===== config.mk =====
export PLATFORM = sky130hd
export DESIGN_NAME = jvm_control
export DESIGN_NICKNAME = d
export VERILOG_FILES = /design/src/rtl/jvm_pkg.sv /design/src/rtl/jvm_alu.sv /design/src/rtl/jvm_control.sv
export SDC_FILE = /design/constraint.sdc
export NUM_CORES = 1
export LEC_CHECK = 0
export CORE_MARGIN = 3
export CORE_UTILIZATION = 30
export CTS_BUF_LIST = sky130_fd_sc_hd__clkbuf_8
export DETAILED_ROUTE_END_ITERATION = 7
export PLACE_DENSITY = 0.61
export SLEW_MARGIN = 30
export SYNTH_ARGS = -nofsm -noshare
export SYNTH_HDL_FRONTEND = slang
export SYNTH_SLANG_ARGS = --single-unit

===== constraint.sdc =====
create_clock -name clk -period 3.7 [get_ports clk]
set_clock_uncertainty 0.2 [all_clocks]
set_input_delay 0.74 -clock clk [delete_from_list [all_inputs] [get_ports clk]]
set_output_delay 0.74 -clock clk [all_outputs]
set_load 0.02 [all_outputs]

===== src/rtl/jvm_pkg.sv =====
// Shared opcode constants, FSM/ALU enums and decode helpers for the JVM execute stage.
package jvm_pkg;

  localparam logic [7:0] OP_NOP       = 8'h00;
  localparam logic [7:0] OP_ICONST_M1 = 8'h02;
  localparam logic [7:0] OP_ICONST_0  = 8'h03;
  localparam logic [7:0] OP_ICONST_1  = 8'h04;
  localparam logic [7:0] OP_ICONST_2  = 8'h05;
  localparam logic [7:0] OP_ICONST_3  = 8'h06;
  localparam logic [7:0] OP_ICONST_4  = 8'h07;
  localparam logic [7:0] OP_ICONST_5  = 8'h08;
  localparam logic [7:0] OP_BIPUSH    = 8'h10;
  localparam logic [7:0] OP_SIPUSH    = 8'h11;
  localparam logic [7:0] OP_POP       = 8'h57;
  localparam logic [7:0] OP_DUP       = 8'h59;
  localparam logic [7:0] OP_IADD      = 8'h60;
  localparam logic [7:0] OP_ISUB      = 8'h64;
  localparam logic [7:0] OP_IAND      = 8'h7E;
  localparam logic [7:0] OP_IOR       = 8'h80;
  localparam logic [7:0] OP_IXOR      = 8'h82;

  typedef enum logic [2:0] {
    IDLE, POP1, WAIT1, POP2, WAIT2, PUSH, WAITP, DONE
  } ctrl_state_t;

  typedef enum logic [2:0] {
    ALU_ADD, ALU_SUB, ALU_AND, ALU_OR, ALU_XOR
  } alu_op_t;

  // Which stack-transaction sequence an opcode needs.
  typedef enum logic [2:0] {
    CLS_NONE, CLS_PUSH, CLS_POP, CLS_DUP, CLS_BIN
  } op_class_t;

  function automatic op_class_t op_class(input logic [7:0] op);
    op_class_t cls;
    cls = CLS_NONE;
    case (op)
      OP_ICONST_M1, OP_ICONST_0, OP_ICONST_1, OP_ICONST_2,
      OP_ICONST_3, OP_ICONST_4, OP_ICONST_5,
      OP_BIPUSH, OP_SIPUSH:                       cls = CLS_PUSH;
      OP_POP:                                     cls = CLS_POP;
      OP_DUP:                                     cls = CLS_DUP;
      OP_IADD, OP_ISUB, OP_IAND, OP_IOR, OP_IXOR: cls = CLS_BIN;
      default:                                    cls = CLS_NONE;
    endcase
    return cls;
  endfunction

  function automatic alu_op_t alu_sel(input logic [7:0] op);
    alu_op_t sel;
    sel = ALU_ADD;
    case (op)
      OP_ISUB: sel = ALU_SUB;
      OP_IAND: sel = ALU_AND;
      OP_IOR:  sel = ALU_OR;
      OP_IXOR: sel = ALU_XOR;
      default: sel = ALU_ADD;
    endcase
    return sel;
  endfunction

  // Instruction length in bytes, i.e. how far the fetch unit advances the PC.
  function automatic logic [1:0] op_len(input logic [7:0] op);
    logic [1:0] len;
    len = 2'd1;
    case (op)
      OP_BIPUSH: len = 2'd2;
      OP_SIPUSH: len = 2'd3;
      default:   len = 2'd1;
    endcase
    return len;
  endfunction

endpackage


===== src/rtl/jvm_alu.sv =====
// Combinational integer ALU for the binary JVM ops; results wrap in two's complement.
module jvm_alu
  import jvm_pkg::*;
#(
  parameter int DATA_W = 32
) (
  input  logic [DATA_W-1:0] a,
  input  logic [DATA_W-1:0] b,
  input  alu_op_t           alu_op,
  output logic [DATA_W-1:0] result
);

  always_comb begin
    result = '0;
    case (alu_op)
      ALU_ADD: result = a + b;
      ALU_SUB: result = a - b;
      ALU_AND: result = a & b;
      ALU_OR:  result = a | b;
      ALU_XOR: result = a ^ b;
      default: result = '0;
    endcase
  end

endmodule


===== src/rtl/jvm_control.sv =====
// Execute-stage controller: decodes one opcode, sequences pops/pushes on the
// external operand stack through the stack32 handshake and reports op_done/offset.
module jvm_control
  import jvm_pkg::*;
#(
  parameter int DATA_W   = 32,
  parameter int OFFSET_W = 16
) (
  input  logic                clk,
  input  logic                rst_n,
  input  logic [7:0]          op_code,
  input  logic [7:0]          arg1,
  input  logic [7:0]          arg2,
  input  logic [DATA_W-1:0]   stackread,
  input  logic                stackdone,
  output logic [DATA_W-1:0]   stackwrite,
  output logic                stackpush,
  output logic                stacktrigger,
  output logic [OFFSET_W-1:0] offset,
  output logic                op_done
);

  ctrl_state_t       state, next_state;
  op_class_t         cls_reg;
  alu_op_t           alu_reg;
  logic [1:0]        len_reg;
  logic [1:0]        len_next;
  logic [DATA_W-1:0] b_reg;
  logic              dup_again;
  logic [7:0]        iconst_byte;
  logic [DATA_W-1:0] push_const;
  logic [DATA_W-1:0] alu_result;
  logic              trigger_next;

  // iconst_m1..iconst_5 are encoded as value + 3.
  assign iconst_byte = op_code - 8'd3;

  always_comb begin
    push_const = {{(DATA_W-8){iconst_byte[7]}}, iconst_byte};
    case (op_code)
      OP_BIPUSH: push_const = {{(DATA_W-8){arg1[7]}}, arg1};
      OP_SIPUSH: push_const = {{(DATA_W-16){arg1[7]}}, arg1, arg2};
      default:   push_const = {{(DATA_W-8){iconst_byte[7]}}, iconst_byte};
    endcase
  end

  // In WAIT2 stackread carries operand a (second pop); b is the former top of stack.
  jvm_alu #(.DATA_W(DATA_W)) u_alu (
    .a      (stackread),
    .b      (b_reg),
    .alu_op (alu_reg),
    .result (alu_result)
  );

  always_comb begin
    next_state = state;
    case (state)
      IDLE: begin
        case (op_class(op_code))
          CLS_PUSH:                  next_state = PUSH;
          CLS_POP, CLS_DUP, CLS_BIN: next_state = POP1;
          default:                   next_state = DONE;
        endcase
      end
      POP1:  next_state = WAIT1;
      WAIT1: begin
        if (stackdone) begin
          if (cls_reg == CLS_BIN)      next_state = POP2;
          else if (cls_reg == CLS_DUP) next_state = PUSH;
          else                         next_state = DONE;
        end
      end
      POP2:  next_state = WAIT2;
      WAIT2: if (stackdone) next_state = PUSH;
      PUSH:  next_state = WAITP;
      WAITP: begin
        if (stackdone) begin
          if (cls_reg == CLS_DUP && !dup_again) next_state = PUSH;
          else                                  next_state = DONE;
        end
      end
      DONE:    next_state = IDLE;
      default: next_state = IDLE;
    endcase
  end

  assign trigger_next = (next_state == POP1) || (next_state == POP2) || (next_state == PUSH);
  assign len_next     = (state == IDLE) ? op_len(op_code) : len_reg;

  // Handshake outputs are registered off next_state so they are glitch-free in the trigger cycle.
  always_ff @(posedge clk or negedge rst_n) begin
    if (!rst_n) begin
      state        <= IDLE;
      cls_reg      <= CLS_NONE;
      alu_reg      <= ALU_ADD;
      len_reg      <= 2'd1;
      b_reg        <= '0;
      dup_again    <= 1'b0;
      stackwrite   <= '0;
      stackpush    <= 1'b0;
      stacktrigger <= 1'b0;
      offset       <= '0;
      op_done      <= 1'b0;
    end else begin
      state        <= next_state;
      stacktrigger <= trigger_next;
      op_done      <= (next_state == DONE);
      if (trigger_next)
        stackpush <= (next_state == PUSH);
      if (next_state == DONE)
        offset <= OFFSET_W'(len_next);
      if (state == IDLE) begin
        cls_reg   <= op_class(op_code);
        alu_reg   <= alu_sel(op_code);
        len_reg   <= op_len(op_code);
        dup_again <= 1'b0;
        if (next_state == PUSH)
          stackwrite <= push_const;
      end
      if (state == WAIT1 && stackdone) begin
        b_reg <= stackread;
        if (cls_reg == CLS_DUP)
          stackwrite <= stackread;
      end
      if (state == WAIT2 && stackdone)
        stackwrite <= alu_result;
      if (state == WAITP && next_state == PUSH)
        dup_again <= 1'b1;
    end
  end

endmodule


==> impl_metrics.json, run 1 <==
{
  "outcome": "finished with violations",
  "violations": "negative setup slack",
  "netlist_area_sq_um": 8130,
  "h-tree-depth": 3,
  "die_w_um": 171,
  "drive_gt1_frac": 0.252,
  "syn_avg_cell_area_sq_um": 8.06,
  "num_rows": 59,
  "cts_sinks": 81,
  "crit_path_frequent_cell": "buf_4",
  "clockRootBuffer": "clkbuf_8",
  "worst_slack_ns": -0.198,
  "drt_iter0_drc": 630,
  "drc": 0,
  "synth_seq_cells": 81,
  "grt_usage": 0.193,
  "antenna_left": 0,
  "io_pins": 110,
  "internal_power_uw": 6200,
  "clockPowerShare": 0.057,
  "antenna_found_initial": 0,
  "crit_chain": "nor4_2, buf_4, buf_6, nand4b_1, buf_4, buf_6, nor4_4, buf_4, a41oi_2, xnor2_1, ha_1, buf_4, and4_4, buf_4, a211oi_2, xnor2_1, a222oi_1, o22ai_1",
  "power_frac_comb": 0.801,
  "cp_max_fo": 4,
  "gp_congestion": 0.898,
  "first_global_vias": 8450,
  "synthToLayoutAreaGrowth_pct": 41.1,
  "min_period_ns": 3.90,
  "critical_path_buf_inv_count": 7,
  "max_freq_ghz": 0.257,
  "dp_slack_ns": -0.426,
  "async_flop_share": 1.00,
  "hp-class": "in -> async",
  "cts_tree": "yes",
  "ys_top_cells_by_area": "dfrtp_1 (25%), ha_1 (15%), xnor2_1 (5.2%)",
  "cp_top_family": "buffers and inverters",
  "num_antenna_cells": 0,
  "grt_overflow_total": 0,
  "core_sq_um": 26400,
  "ys.flop_type": "dfrtp_1",
  "setup_viol": 13,
  "cpPeakStageDelay_ns": 0.40,
  "p_leak_uw": 0.00519,
  "vias": 8480,
  "relSlewSlack": 0.521,
  "start_kind": "flip-flop",
  "grt_max_degree": 65,
  "hold_viol": 0,
  "via_per_inst": 5.30,
  "dp_hpwl_mm": 21.6,
  "worst_setup_path_end_kind": "flip-flop",
  "seq_power_share": 0.143,
  "crit_type": "reg -> reg",
  "netSwitchingPower_uw": 5640,
  "swShare": 0.477,
  "cts.path.max_buffers": 2,
  "slowest_stage": "dfrtp_1",
  "start_util": 0.308,
  "fin_crit_sh": 1.05,
  "portBuffers": 95,
  "cts_inserted_buffers": 9,
  "ys_seq_area_frac": 0.249,
  "slew_violations": 0,
  "rsz0062_at_grt": "yes",
  "netlist_instances": 1008,
  "drt-total-wl_mm": 28.6,
  "insertion_delay_ns": 0.39,
  "vdd_drop_max_uv": 398,
  "holdWs_ns": 0.184,
  "nets": 1420,
  "synth_edf_count": 0,
  "crit_arrival_ns": 3.97,
  "die_h_um": 171,
  "yosys.area.top_type": "dfrtp_1",
  "synth_cell_types": 80,
  "routedWlPerCell_um": 17.9,
  "drt_pass1_iterations": 7,
  "dieArea_sq_um": 29100,
  "power.density_nw_per_um2": 1030,
  "cap_violations": 0,
  "yosysWarnings": 0,
  "clkTransAtPathRegs_ns": 0.10,
  "synth_top_area_share": 0.246,
  "tightestPinTransition_ns": 0.718,
  "crit_required_ns": 3.77,
  "grt_pass1_wl_mm": 44.9
}
[cells by family after synthesis]
logic type,after synthesis,synth area share
AO/OA/AOI/OAI,333,0.271
XOR/XNOR,62,0.0668
adder cells (fa/ha/maj),101,0.156
buffers and inverters,156,0.0837
flip-flops,81,0.250
multiplexers,15,0.0205
other,1,0.000461
AND/OR/NAND/NOR,259,0.152
[layout make-up]
class	count	area, sq um
multi-input cells	784	5930
well taps	335	419
clock inverters	7	60.1
flip-flops and latches	81	2030
inverters	86	323
fillers	2550	14900
repair buffers	298	2580
clock buffers	9	124
[synth_stat cells (4+ instances only)]
cell type,count
clkbuf_1,39
dfrtp_1,80
nor4_1,6
o31ai_1,8
a22oi_1,13
o22ai_1,16
and4_1,4
o221ai_1,9
o211ai_1,6
a31oi_1,13
nand3b_1,5
o21ai_0,66
nand2_1,94
buf_4,16
a21oi_1,83
nor2b_1,7
ha_1,100
a221o_1,9
inv_1,81
o21ai_1,16
nor3_1,11
a222oi_1,16
a21o_1,10
o2111ai_1,4
inv_2,5
xor2_1,14
and2_1,8
buf_2,10
nor2_1,79
mux2i_1,11
a211oi_1,15
nand3_1,9
xnor2_1,48
o21a_1,10
nand4_1,10
[per-layer routing]
| metal | track usage | vias up | wire length, um | part of all wire |
|---|---|---|---|---|
| met3 | 0.0226 | 45 | 1370 | 0.048 |
| li1 | - | 4105 | - | - |
| met4 | 0.0741 | 0 | 720 | 0.025 |
| met2 | 0.318 | 240 | 13600 | 0.48 |
| met5 | 0 | - | 0 | 0 |
| met1 | 0.261 | 4090 | 12900 | 0.45 |
[metrics by stage]
| step | cell area, sq um | utilization | cells | power (uW) | TNS, ns |
|---|---|---|---|---|---|
| after global placement | 10700 | 0.405 | 1569 | 9910 | -3.98 |
| after global routing | 11500 | 0.435 | 1600 | 12800 | -3.81 |
| after detailed placement | 10700 | 0.405 | 1569 | 9980 | -4.68 |
| final | 11500 | 0.435 | 1600 | 11800 | -1.27 |
| after CTS | 11100 | 0.420 | 1591 | 11100 | -1.02 |
| after floorplan | 8180 | - | 1021 | 6680 | 0 |
[worst paths after layout]
check | slack [ns] | endpoint | from | cells after the start
setup / recovery | -0.20 | stackwrite[26]$_DFF_PN0_ | b_reg[5]$_DFFE_PN0P_ | 18
hold / removal | 0.18 | b_reg[27]$_DFFE_PN0P_ | rst_n | 1
setup reg to reg | -0.20 | stackwrite[26]$_DFF_PN0_ | b_reg[5]$_DFFE_PN0P_ | 18
hold reg to reg | 0.29 | len_reg[1]$_DFF_PN0_ | len_reg[1]$_DFF_PN0_ | 2
max in group asynchronous | 2.32 | len_reg[0]$_DFF_PN1_ | rst_n | 2
min in group clk | 0.29 | len_reg[1]$_DFF_PN0_ | len_reg[1]$_DFF_PN0_ | 2
[worst reg2reg max path, cell delays in order, from the launching register on]
cell	delay, ns
dfrtp_1	0.40
nor4_2	0.30
buf_4	0.17
buf_6	0.09
nand4b_1	0.18
buf_4	0.21
buf_6	0.12
nor4_4	0.18
buf_4	0.18
a41oi_2	0.10
xnor2_1	0.16
ha_1	0.33
buf_4	0.17
and4_4	0.19
buf_4	0.13
a211oi_2	0.25
xnor2_1	0.10
a222oi_1	0.24
o22ai_1	0.11
[cell usage in the layout (no fill, tap or decap), types with 9 or more instances in the layout]
cell and n:
xor2_1 13, a21oi_1 70, o221ai_1 9, nand2_1 89, xnor2_1 47, o21ai_1 19
nor3_1 10, buf_6 10, inv_1 80, mux2i_1 11, clkbuf_8 9, o21ai_0 55
a221o_1 9, nor2_1 74, a222oi_1 16, a21oi_2 13, a21o_1 10, nand4_1 10
o22ai_1 14, a211oi_1 13, dfrtp_1 79, conb_1 14, a31oi_1 11, o21a_1 10
buf_4 188, clkdlybuf4s50_1 94, a22oi_1 13, ha_1 99
[timing repair]
item,in CTS,in global routing
endpoints found under the setup margin,18,21
hold buffers,0,0
pin swaps,25,62
resized for setup,43,71
buffers inserted,7,10
[power groups by stage]
stage / clock network (uW) / logic [uW] / registers, uW
5_1_grt: 730 / 10400 / 1750
3_5_place_dp: 0 / 8300 / 1680
2_1_floorplan: 0 / 4870 / 1820
4_1_cts: 687 / 8690 / 1680
3_3_place_gp: 0 / 8240 / 1680
6_report: 669 / 9480 / 1690
Note: power is estimated with default switching activity, not from simulation.
==> run 2: changes to the inputs <==
--- a/config.mk
+++ b/config.mk
@@ -10,6 +10,7 @@
 export CTS_BUF_LIST = sky130_fd_sc_hd__clkbuf_8
 export DETAILED_ROUTE_END_ITERATION = 7
 export PLACE_DENSITY = 0.61
+export REMOVE_ABC_BUFFERS = 1
 export SLEW_MARGIN = 30
 export SYNTH_ARGS = -nofsm -noshare
 export SYNTH_HDL_FRONTEND = slang
==> run 2 against run 1 <==
Against the previous run:
- the run still ends with negative setup slack left
- final area decreased by 0.39%
- via count grew 1.7%
- register-to-register slack improved by 0.06 ns
- count of clock-buffer cells in the layout increased by 1
- clock power grew 3.9%
- critical path type unchanged
==> impl_metrics.json, run 2 (same netlist as run 1, synthesis figures left out) <==
{
  "antenna_left": 0,
  "drc": 0,
  "vdd_drop_max_uv": 387,
  "relSlewSlack": 0.372,
  "start_kind": "flip-flop",
  "cts_tree": "yes",
  "dp_hpwl_mm": 22.0,
  "crit_required_ns": 3.76,
  "die_h_um": 171,
  "cap_violations": 0,
  "holdWs_ns": 0.181,
  "mostFrequentLayoutCell": "buf_4",
  "cts.path.max_buffers": 2,
  "drt-total-wl_mm": 29.9,
  "rsz0062_at_grt": "yes",
  "drive_gt1_frac": 0.251,
  "netSwitchingPower_uw": 5500,
  "worstRegToRegCells": 16,
  "cts_sinks": 81,
  "crit_arrival_ns": 3.90,
  "seq_power_share": 0.146,
  "final_cell_mix": "buf_4 (201), ha_1 (98), clkdlybuf4s50_1 (94), nand2_1 (88), inv_1 (83)",
  "power.density_nw_per_um2": 1020,
  "internal_power_uw": 6170,
  "worst_setup_path_end_kind": "flip-flop",
  "drt_iter0_drc": 702,
  "min_period_ns": 3.83,
  "setup_viol": 7,
  "start_util": 0.308,
  "p_leak_uw": 0.00517,
  "swShare": 0.471,
  "hold_buffers": 0,
  "violations": "negative setup slack",
  "dieArea_sq_um": 29100,
  "slew_violations": 0,
  "clockRootBuffer": "clkbuf_8",
  "cts_inserted_buffers": 9,
  "placed_area_sq_um": 10700,
  "io_pins": 110,
  "crit_type": "reg -> reg",
  "core_sq_um": 26400,
  "hold_viol": 0,
  "via_per_inst": 5.37,
  "h-tree-depth": 3,
  "nets": 1427,
  "postLayoutCellArea_sq_um": 11400,
  "rr_endpoint": "stackwrite[20]$_DFF_PN0_",
  "grt_usage": 0.200,
  "grt_pass1_wl_mm": 46.0,
  "synthToLayoutAreaGrowth_pct": 40.6,
  "outcome": "finished with violations",
  "vias": 8624,
  "drt_pass1_iterations": 6,
  "r2r_slack_ns": -0.13,
  "num_rows": 59,
  "num-fill-cells": 2534,
  "gp_congestion": 0.922,
  "hp-class": "in -> async",
  "clkTransAtPathRegs_ns": 0.10,
  "die_w_um": 171,
  "max_freq_ghz": 0.261,
  "tightestPinTransition_ns": 0.940,
  "antenna_found_initial": 0,
  "clockPowerShare": 0.060,
  "first_global_vias": 8372,
  "portBuffers": 95,
  "worst_slack_ns": -0.134,
  "grt_max_degree": 65,
  "num_antenna_cells": 0,
  "grt_overflow_total": 0,
  "insertion_delay_ns": 0.38,
  "power_frac_comb": 0.795,
  "cp_max_fo": 3,
  "routedWlPerCell_um": 18.6,
  "rr_startpoint": "b_reg[8]$_DFFE_PN0P_",
  "fin_crit_sh": 1.04
}
## run 2: cell types whose count changed in the layout (fill, tap and decap cells not counted), moves of 2 or more
cell      previous run  this run
buf_12               6         4
clkinv_4             2         0
and2_1               5         7
o21ai_0             55        57
inv_1               80        83
buf_6               10         6
o31ai_4              3         1
inv_6                4         0
clkinv_2             0         3
buf_4              188       201
nand2_4              3         0
nand2_2              2         6
## run 2: critical path, stage by stage (launching register included)
cell	delay, ns
dfrtp_1	0.40
nor4_2	0.28
buf_4	0.16
buf_6	0.09
nand4b_1	0.17
buf_4	0.21
o41ai_4	0.21
xnor2_1	0.11
ha_1	0.32
and4_4	0.16
and4_4	0.21
buf_4	0.14
o211a_1	0.13
a41o_1	0.23
or4_1	0.40
a31oi_1	0.19
o22ai_1	0.09
## run 2: area by class of cell
type	count	area [sq um]	share of cell area
Inverter	86	323	0.0283
Multi-Input combinational cell	784	5870	0.513
Clock inverter	6	52.6	0.00460
Sequential cell	81	2030	0.178
Timing Repair Buffer	305	2600	0.227
Clock buffer	10	138	0.0120
Tap cell	335	419	0.0367
## run 2: worst max path at each step
stage                               end  cells past startpoint                 start
2_1_floorplan      b_reg[0]$_DFFE_PN0P_                      3             stackdone
3_3_place_gp   stackwrite[26]$_DFF_PN0_                     18  b_reg[8]$_DFFE_PN0P_
3_5_place_dp   stackwrite[26]$_DFF_PN0_                     14          stackread[0]
4_1_cts        stackwrite[26]$_DFF_PN0_                     18  b_reg[5]$_DFFE_PN0P_
5_1_grt        stackwrite[30]$_DFF_PN0_                     18  b_reg[8]$_DFFE_PN0P_
6_report       stackwrite[20]$_DFF_PN0_                     16  b_reg[8]$_DFFE_PN0P_
## run 2: power groups by stage
stage,clock [uW],sequential [uW],combinational (uW)
finish,695,1700,9280
CTS,700,1690,8800
detailed placement,0,1690,8260
floorplan,0,1920,4650
global route,736,1760,10100
global placement,0,1680,8170
## run 2: per-layer routing
layer / wire (um) / GRT usage / vias to the layer above
li1: - / - / 4120
met3: 1980 / 0.0310 / 53
met2: 13500 / 0.315 / 320
met5: 0 / 0 / -
met4: 711 / 0.0653 / 0
met1: 13700 / 0.281 / 4131
## run 2: stage by stage
stage | setup slack, ns | total power (uW) | TNS [ns] | util | instances
after floorplan | -0.925 | 6570 | -45.72 | - | 951
after global placement | -0.365 | 9850 | -2.85 | 0.406 | 1575
after detailed placement | -0.417 | 9940 | -3.17 | 0.406 | 1575
after CTS | -0.211 | 11200 | -1.01 | 0.425 | 1600
after global routing | -0.311 | 12600 | -2.81 | 0.434 | 1607
final | -0.134 | 11700 | -0.511 | 0.434 | 1607
## run 2: what timing repair did
action	4_1_cts	5_1_grt
setup endpoints to repair	13	20
buffers inserted	12	7
resized for setup	54	43
pin swaps	35	48
==> run 3: changes to the inputs <==
--- a/config.mk
+++ b/config.mk
@@ -5,13 +5,14 @@
 export SDC_FILE = /design/constraint.sdc
 export NUM_CORES = 1
 export LEC_CHECK = 0
+export ABC_CLOCK_PERIOD_IN_PS = 3700
 export CORE_MARGIN = 3
 export CORE_UTILIZATION = 30
 export CTS_BUF_LIST = sky130_fd_sc_hd__clkbuf_8
 export DETAILED_ROUTE_END_ITERATION = 7
 export PLACE_DENSITY = 0.61
 export REMOVE_ABC_BUFFERS = 1
-export SLEW_MARGIN = 30
+export SLEW_MARGIN = 20
 export SYNTH_ARGS = -nofsm -noshare
 export SYNTH_HDL_FRONTEND = slang
 export SYNTH_SLANG_ARGS = --single-unit
==> results of run 3 <==
The final DEF is identical to that of run 2; final timing and power are the same.
